<file path="src/rtl/adc_mem_ctrl.sv">
// ---------------------------------------------------------------------------
// adc_mem_ctrl
//   Single-shot ADC capture engine. A start request streams NUM_SAMPLES
//   consecutive packed AD9238 samples, one per clock, into the ADC write port
//   of soc_ram. The first word goes to ADDR_START. When the block finishes it
//   raises a done flag toward the CSR block. The flag stays high until the
//   next start request.
//
// Ports
//   sys_clk        in   1       ADC/system clock, single clock domain
//   sys_rst        in   1       synchronous, active-high reset
//   adc_sample_in  in   32      {unused1[31:28], ch1[27:16], unused0[15:12], ch0[11:0]}
//   csr_start_i    in   1       start request, sampled on the rising clock edge
//   csr_done_o     out  1       acquisition complete (registered)
//   adc_we_o       out  1       RAM write enable (registered)
//   adc_data_o     out  32      sample word to RAM (combinational pass-through)
//   adc_addr_o     out  ADDR_W  RAM word address (registered)
// ---------------------------------------------------------------------------
module adc_mem_ctrl #(
  parameter int unsigned ADDR_W      = 13,
  parameter int unsigned ADDR_START  = 'h400,
  parameter int unsigned NUM_SAMPLES = 4096
) (
  input  logic              sys_clk,
  input  logic              sys_rst,
  input  logic [31:0]       adc_sample_in,
  input  logic              csr_start_i,
  output logic              csr_done_o,
  output logic              adc_we_o,
  output logic [31:0]       adc_data_o,
  output logic [ADDR_W-1:0] adc_addr_o
);

  localparam int unsigned CNT_W = $clog2(NUM_SAMPLES) + 1;

  localparam logic [ADDR_W-1:0] ADDR_FIRST = ADDR_W'(ADDR_START);
  localparam logic [CNT_W-1:0]  CNT_LAST   = CNT_W'(NUM_SAMPLES - 1);

  // The capture window must fit in the RAM, because the address never wraps.
  if ((longint'(ADDR_START) + longint'(NUM_SAMPLES) > (longint'(1) << ADDR_W)) ||
      (NUM_SAMPLES < 1)) begin : g_range_check
    $error("adc_mem_ctrl: capture window does not fit in the RAM address space");
  end

  typedef enum logic [1:0] {
    IDLE,
    CAPTURE,
    DONE
  } acq_state_t;

  acq_state_t        acq_state_r, acq_state_nxt;
  logic [CNT_W-1:0]  cnt_r, cnt_nxt;
  logic [ADDR_W-1:0] addr_r, addr_nxt;
  logic              we_r, we_nxt;
  logic              done_r, done_nxt;

  // The sample goes straight to the RAM data port, so the RAM stores the
  // sample that is present on the same edge that writes it.
  assign adc_data_o = adc_sample_in;
  assign adc_we_o   = we_r;
  assign adc_addr_o = addr_r;
  assign csr_done_o = done_r;

  // ---- state / registered-output stage ----
  always_ff @(posedge sys_clk) begin
    if (sys_rst) begin
      acq_state_r <= IDLE;
      cnt_r       <= '0;
      addr_r      <= ADDR_FIRST;
      we_r        <= 1'b0;
      done_r      <= 1'b0;
    end else begin
      acq_state_r <= acq_state_nxt;
      cnt_r       <= cnt_nxt;
      addr_r      <= addr_nxt;
      we_r        <= we_nxt;
      done_r      <= done_nxt;
    end
  end

  // While in CAPTURE, cnt_r and addr_r describe the write that happens on the
  // coming edge. The write is the last one when cnt_r reaches CNT_LAST.
  always_comb begin
    acq_state_nxt = acq_state_r;
    cnt_nxt       = cnt_r;
    addr_nxt      = addr_r;
    we_nxt        = we_r;
    done_nxt      = done_r;

    unique case (acq_state_r)
      IDLE, DONE: begin
        we_nxt = 1'b0;
        if (csr_start_i) begin
          acq_state_nxt = CAPTURE;
          we_nxt        = 1'b1;
          done_nxt      = 1'b0;
          addr_nxt      = ADDR_FIRST;
          cnt_nxt       = '0;
        end
      end
      CAPTURE: begin
        // A start request during capture is ignored.
        if (cnt_r == CNT_LAST) begin
          acq_state_nxt = DONE;
          we_nxt        = 1'b0;
          done_nxt      = 1'b1;
        end else begin
          we_nxt   = 1'b1;
          addr_nxt = addr_r + 1'b1;
          cnt_nxt  = cnt_r + 1'b1;
        end
      end
      default: begin
        acq_state_nxt = IDLE;
        we_nxt        = 1'b0;
        done_nxt      = 1'b0;
      end
    endcase
  end

endmodule

</file>
<file path="config.mk">
export PLATFORM = sky130hd
export DESIGN_NAME = adc_mem_ctrl
export DESIGN_NICKNAME = d
export VERILOG_FILES = /design/src/rtl/adc_mem_ctrl.sv
export SDC_FILE = /design/constraint.sdc
export NUM_CORES = 1
export LEC_CHECK = 0
export ABC_AREA = 1
export BUFFER_PORTS_ARGS = -buffer_cell sky130_fd_sc_hd__clkbuf_2
export CAP_MARGIN = 15
export CELL_PAD_IN_SITES_DETAIL_PLACEMENT = 0
export CELL_PAD_IN_SITES_GLOBAL_PLACEMENT = 1
export CORE_AREA = 3 3 83 85
export DETAILED_ROUTE_END_ITERATION = 8
export DIE_AREA = 0 0 86 88
export GPL_TIMING_DRIVEN = 0
export HOLD_SLACK_MARGIN = 0.08
export PLACE_DENSITY_LB_ADDON = 0.1
export SLEW_MARGIN = 10
export SYNTH_ARGS = -nofsm -noshare
export SYNTH_HDL_FRONTEND = slang
export SYNTH_SLANG_ARGS = --single-unit
</file>
<file path="constraint.sdc">
create_clock -name sys_clk -period 1.4 [get_ports sys_clk]
set_input_delay 0.35 -clock sys_clk [delete_from_list [all_inputs] [get_ports sys_clk]]
set_output_delay 0.35 -clock sys_clk [all_outputs]
set_load 0.05 [all_outputs]
</file>
-- Word-level counts from Yosys, hierarchy flattened
Cells that the tools add are included.
- flip-flop bits (word level): 30
- input bits: 35
- output and inout bits: 47
- logic and storage cells: 33
- add/subtract/negate cells: 2
- eq/ne operators: 6
- mux-type cells: 15
- reductions and logical operators: 5
- operators by type and width (cell ; number):
    $mux W13 ; 4
    $pmux W13 S2 ; 2
    $add A13 B1 Y13 const B ; 2
    $eq A13 B12 Y1 const B ; 1
    $ne A2 B2 Y1 const B ; 3
    $mux W1 ; 4
    $mux W2 ; 2
    $pmux W1 S2 ; 2
    $pmux W2 S2 ; 1
    $reduce_and A3 Y1 ; 1
    $eq A2 B1 Y1 const B ; 1
    $eq A2 B2 Y1 const B ; 1
    $logic_not A2 Y1 ; 1
    $reduce_and A2 Y1 ; 1
    $reduce_bool A2 Y1 ; 1
    $reduce_or A2 Y1 ; 1

-- Longest topological paths before layout
- word-level depth: 4
- depth in mapped cells: 11
- depth with buffers taken out: 10

-- Worst setup path after synthesis
OpenSTA, ideal clock, no wires.
- path kind: register -> register
- start point: reg addr_r[1] (netlist: adc_addr_o[1])
- end point: reg addr_r[12] (netlist: adc_addr_o[12])
- arrival: 1689 ps
- slack: -406 ps
- cell stages (with the launch flop): 9
- period minus slack after synthesis: 1806 ps
- cell sequence: dfxtp_1 > ha_1 > nand3_1 > nor3_1 > nand2_1 > nor2_1 > nand3_1 > nand2_1 > nor2_1
- longest elaborated chain between the ends: 3
- ends and longest elaborated chain (what ; line ; source):
    start, declared ; 53 ; logic [ADDR_W-1:0] addr_r, addr_nxt;
    start signal, assigned ; 75 ; addr_r <= addr_nxt;
    $add A13 B1 Y13 ; 109 ; addr_nxt = addr_r + 1'b1;
    $mux W13 ; 103 ; if (cnt_r == CNT_LAST) begin
    $pmux W13 S2 ; 90 ; unique case (acq_state_r)
Every way passes these cells. The select of a mux whose other input is x is not followed.
A chain may end at the register's enable or synchronous reset.

-- Worst setup path after layout
- start point: reg cnt_r[1]
- end point: reg cnt_r[1]
- longest elaborated chain between the ends: 3
- elaborated cells between the ends (all ways): 6
- ends and longest elaborated chain (what ; line ; source):
    start, declared ; 52 ; logic [CNT_W-1:0] cnt_r, cnt_nxt;
    start signal, assigned ; 74 ; cnt_r <= cnt_nxt;
    $add A13 B1 Y13 or $eq A13 B12 Y1 (tied branches) ; 110, 103 ;
    $mux W13 or $ne A2 B2 Y1 (tied branches) ; n/a ;
    $pmux W13 S2 or $reduce_and A3 Y1 (tied branches) ; n/a ;
Several ways; a longest one is shown, not always the timed one. The select of a mux whose other input is x is not followed.

==> report_table.html <==
<table>
<tr><th>Metric</th><th>Value</th></tr>
<tr><th colspan="2">Routing</th></tr>
<tr><td>DR vias/cell</td><td>4.35</td></tr>
<tr><td>Antenna Nets Post-Route</td><td>0</td></tr>
<tr><td>WL/cell</td><td>11.3 um</td></tr>
<tr><td>Routed wire length</td><td>4390 um</td></tr>
<tr><td>Total vias in the final route</td><td>1,686</td></tr>
<tr><td>DRC violation count after routing</td><td>0</td></tr>
<tr><td>Number of detailed-routing iterations run before antenna repair</td><td>4</td></tr>
<tr><td>DRC marker count from the first detailed-route iteration</td><td>55</td></tr>
<tr><th colspan="2">Logic synthesis</th></tr>
<tr><td>Post-synthesis sequential area ratio</td><td>34.0%</td></tr>
<tr><td>Number of nets produced by synthesis</td><td>281</td></tr>
<tr><td>Summed instance area of the synthesized netlist</td><td>1710 um2</td></tr>
<tr><td>Gate count of the mapped netlist</td><td>244</td></tr>
<tr><td>Post-Syn Area per Cell</td><td>6.99 um2</td></tr>
<tr><td>Distinct cell type count after synthesis</td><td>25</td></tr>
<tr><td>Synth warn</td><td>0</td></tr>
<tr><td>Post-synthesis sequential element count</td><td>29</td></tr>
<tr><th colspan="2">Pwr</th></tr>
<tr><td>Sw Pwr</td><td>689 uW</td></tr>
<tr><td>Maximum resistive drop on vdd</td><td>0.478 mV</td></tr>
<tr><td>Power per cell area</td><td>936 nW/um2</td></tr>
<tr><td>Net Sw Frac</td><td>30.4%</td></tr>
<tr><td>Part of the power in combinational logic</td><td>22.9%</td></tr>
<tr><td>Internal Pwr Total</td><td>1580 uW</td></tr>
<tr><td>Sequential power share</td><td>37.3%</td></tr>
<tr><td>LEAKAGE</td><td>0.00109 uW</td></tr>
<tr><td>Total Power</td><td>2260 uW</td></tr>
<tr><td>Part of the total power dissipated in the clock network</td><td>39.8%</td></tr>
<tr><th colspan="2">Clock tree</th></tr>
<tr><td>Clock latency on the worst-skew pair</td><td>0.27 ns</td></tr>
<tr><td>Reg clk slew, reported paths</td><td>0.07 ns</td></tr>
<tr><td># H-tree levels</td><td>2</td></tr>
<tr><td>Sinks on the clock net</td><td>29</td></tr>
<tr><td>Root cell of the clock tree</td><td>sky130_fd_sc_hd__clkbuf_8</td></tr>
<tr><td>TritonCTS clock tree</td><td>done</td></tr>
<tr><td>Clock Tree Buf Depth</td><td>2</td></tr>
<tr><td>Total CTS buffers</td><td>5</td></tr>
<tr><th colspan="2">Critical path</th></tr>
<tr><td>Critical Path RT</td><td>1.61 ns</td></tr>
<tr><td>Max Fanout on Critical Path</td><td>10</td></tr>
<tr><td>Crit Path Class</td><td>reg2reg</td></tr>
<tr><td>CP Capture Type</td><td>flop</td></tr>
<tr><td>Startpoint type of the worst setup path</td><td>flop</td></tr>
<tr><td>Arrival time of the worst setup path</td><td>1.63 ns</td></tr>
<tr><th colspan="2">Floorplan</th></tr>
<tr><td>Core Area</td><td>6280 um2</td></tr>
<tr><td>Top Ports</td><td>82</td></tr>
<tr><td>Initial core utilization</td><td>27.2%</td></tr>
<tr><td>Chip height</td><td>88 um</td></tr>
<tr><td>Number of rows in the core area</td><td>29</td></tr>
<tr><td>Die area</td><td>7570 um2</td></tr>
<tr><td>Horizontal die dimension</td><td>86 um</td></tr>
<tr><th colspan="2">Hold path</th></tr>
<tr><td>Type of the tightest min-delay check</td><td>in2reg</td></tr>
<tr><th colspan="2">Timing</th></tr>
<tr><td>Fin Clk Skew</td><td>0.00734 ns</td></tr>
<tr><td>Worst hold-check slack</td><td>0.320 ns</td></tr>
<tr><td>Final-report max-slew violation count</td><td>0</td></tr>
<tr><td>RSZ-0062 raised after global routing</td><td>true</td></tr>
<tr><td>Final min period</td><td>1.42 ns</td></tr>
<tr><td>Least-Margin Pin Slew</td><td>0.528 ns</td></tr>
<tr><td>Fin worst setup slack</td><td>-0.0204 ns</td></tr>
<tr><td>Final count of negative-setup-slack endpoints</td><td>7</td></tr>
<tr><td>Worst-case headroom to the max-slew limit</td><td>64.8%</td></tr>
<tr><td>Fraction of the cycle the final worst path needs</td><td>101%</td></tr>
<tr><td>Final hold violations</td><td>0</td></tr>
<tr><td>Fmax achieved</td><td>704 MHz</td></tr>
<tr><th colspan="2">Global route</th></tr>
<tr><td>Number of antenna violations at the first check in global routing</td><td>0</td></tr>
<tr><td>Overflow after GRT</td><td>0</td></tr>
<tr><td>Global-route wire length before repair</td><td>7000 um</td></tr>
<tr><td>Total track usage</td><td>11.7%</td></tr>
<tr><td>Vias in the first global route</td><td>1,460</td></tr>
<tr><td>Layer with the highest usage</td><td>met2</td></tr>
<tr><td>GR Util met2</td><td>18.7%</td></tr>
<tr><td>Pin count of the biggest net entering global routing</td><td>11</td></tr>
<tr><td>Met1 capacity usage during global routing</td><td>15.6%</td></tr>
<tr><td>Met3 layer usage reported by global route</td><td>3.39%</td></tr>
<tr><th colspan="2">Final layout</th></tr>
<tr><td>Filler cells</td><td>674</td></tr>
<tr><td>Share of post-route cells with drive strength above 1</td><td>50.8%</td></tr>
<tr><td>Area added between synthesis and finish</td><td>41.7%</td></tr>
<tr><td>Count of non-filler cells in the finished layout</td><td>388</td></tr>
<tr><td>Number of nets in the layout</td><td>347</td></tr>
<tr><td>Most common library cell in the layout ignoring fill and taps</td><td>sky130_fd_sc_hd__nand2_1</td></tr>
<tr><td>Final core utilization</td><td>38.5%</td></tr>
<tr><td>Total area of multi-input combinational cells</td><td>905 um2</td></tr>
<tr><td>Commonest non-fill, non-tap cells in the layout</td><td>sky130_fd_sc_hd__nand2_1 (47), sky130_fd_sc_hd__clkbuf_2 (46), sky130_fd_sc_hd__buf_4 (43), sky130_fd_sc_hd__nor2_1 (28), sky130_fd_sc_hd__nand3_1 (25)</td></tr>
<tr><td>Antenna cell count</td><td>0</td></tr>
<tr><td>Footprint of the flip-flops and latches</td><td>611 um2</td></tr>
<tr><th colspan="2">Placed design</th></tr>
<tr><td>Routability-driven placement congestion ratio</td><td>0.726</td></tr>
<tr><td>Quantity of I/O buffers inserted on ports</td><td>49</td></tr>
<tr><td>DP Worst Slack</td><td>-0.199 ns</td></tr>
<tr><td>Cell Count Post-Placement</td><td>370</td></tr>
<tr><td>Hpwl dp</td><td>3160 um</td></tr>
<tr><th colspan="2">Flow run</th></tr>
<tr><td>Reported max-cap violation count</td><td>0</td></tr>
<tr><th colspan="2">Run status</th></tr>
<tr><td>Run status</td><td>finished, violations left</td></tr>
<tr><td>Violations in the final reports</td><td>setup timing</td></tr>
</table>
cell families (layout without fill, tap and decap cells):
group           after synthesis  in the layout  synth area share, %
simple gates                123            123                 32.8
buf+inv                      57            124                 20.6
compound gates               32             32                 10.6
flops                        29             29                 34.0
fa+ha+maj                     2              2                 1.47
xor+xnor                      1              1                0.513
synthesized netlist by cell type (all sizes together):
cell,count,share of area [%]
clkbuf,2,0.44
xor2,1,0.51
o211ai,1,0.44
nor2,36,8.9
o2111ai,1,0.51
nor3,5,1.8
buf,36,16
dfxtp,29,34
ha,2,1.5
a21oi,22,6.5
o21ai,8,3.2
nand3,27,8.2
inv,19,4.2
nor4,1,0.37
nand2,54,13
flip-flops by register name, summed over array words and instances (netlist names):
name	flops
acq_state_r	2
adc_addr_o	13
adc_we_o	1
cnt_r	13
timing repair:
item | 4_1_cts | 5_1_grt
setup endpoints to repair | 28 | 30
gates resized for setup | 15 | 27
buffers inserted | 6 | 4
hold buffers | 0 | 0
pin swaps | 3 | 8
worst max-delay path, stage by stage, from the launching register on:
cell	delay, ns
sky130_fd_sc_hd__dfxtp_2	0.36
sky130_fd_sc_hd__ha_4	0.15
sky130_fd_sc_hd__nand3_4	0.09
sky130_fd_sc_hd__nor2_4	0.11
sky130_fd_sc_hd__nand2_2	0.07
sky130_fd_sc_hd__nand2_4	0.07
sky130_fd_sc_hd__nand2_4	0.07
sky130_fd_sc_hd__buf_12	0.15
sky130_fd_sc_hd__nor2_4	0.14
sky130_fd_sc_hd__nand2_1	0.08
sky130_fd_sc_hd__o21ai_2	0.05
per-stage QoR:
step                      setup TNS, ns  area (um2)
after floorplan                  -0.175        1750
after global placement            -4.78        2100
after detailed placement          -4.87        2100
after CTS                        -0.168        2320
after global routing              -2.00        2420
final                           -0.0788        2420
worst paths after layout:
kind,start,end,slack [ns],cells after the start
worst min register to register,cnt_r[9],cnt_r[9],0.50,2
worst min-delay path,sys_rst,acq_state_r[1],0.32,2
worst max-delay path,cnt_r[1],cnt_r[1],-0.02,10
worst max register to register,cnt_r[1],cnt_r[1],-0.02,10
power groups by stage:
stage	Clock (uW)	Combinational, uW	Sequential, uW
after global routing	981	555	845
after detailed placement	0	498	864
after global placement	0	497	864
after floorplan	0	376	888
final	901	519	844
after CTS	930	516	846
area by class of cell:
| type | instances | area share [%] |
|---|---|---|
| tap | 77 | 3.98 |
| inverter | 19 | 2.95 |
| timing repair buffer | 59 | 13.2 |
| multi-input combinational | 158 | 37.4 |
| buffer | 38 | 12.4 |
| clock inverter | 1 | 1.24 |
| sequential | 29 | 25.2 |
| clock buffer | 7 | 3.57 |
per-layer routing:
metal  wire length (um)  up-vias
li1                   -      887
met1               2090      734
met2               1970       65
met3                330        0
met4                  0        0
met5                  0        -
Power figures use the tool's default switching activity.
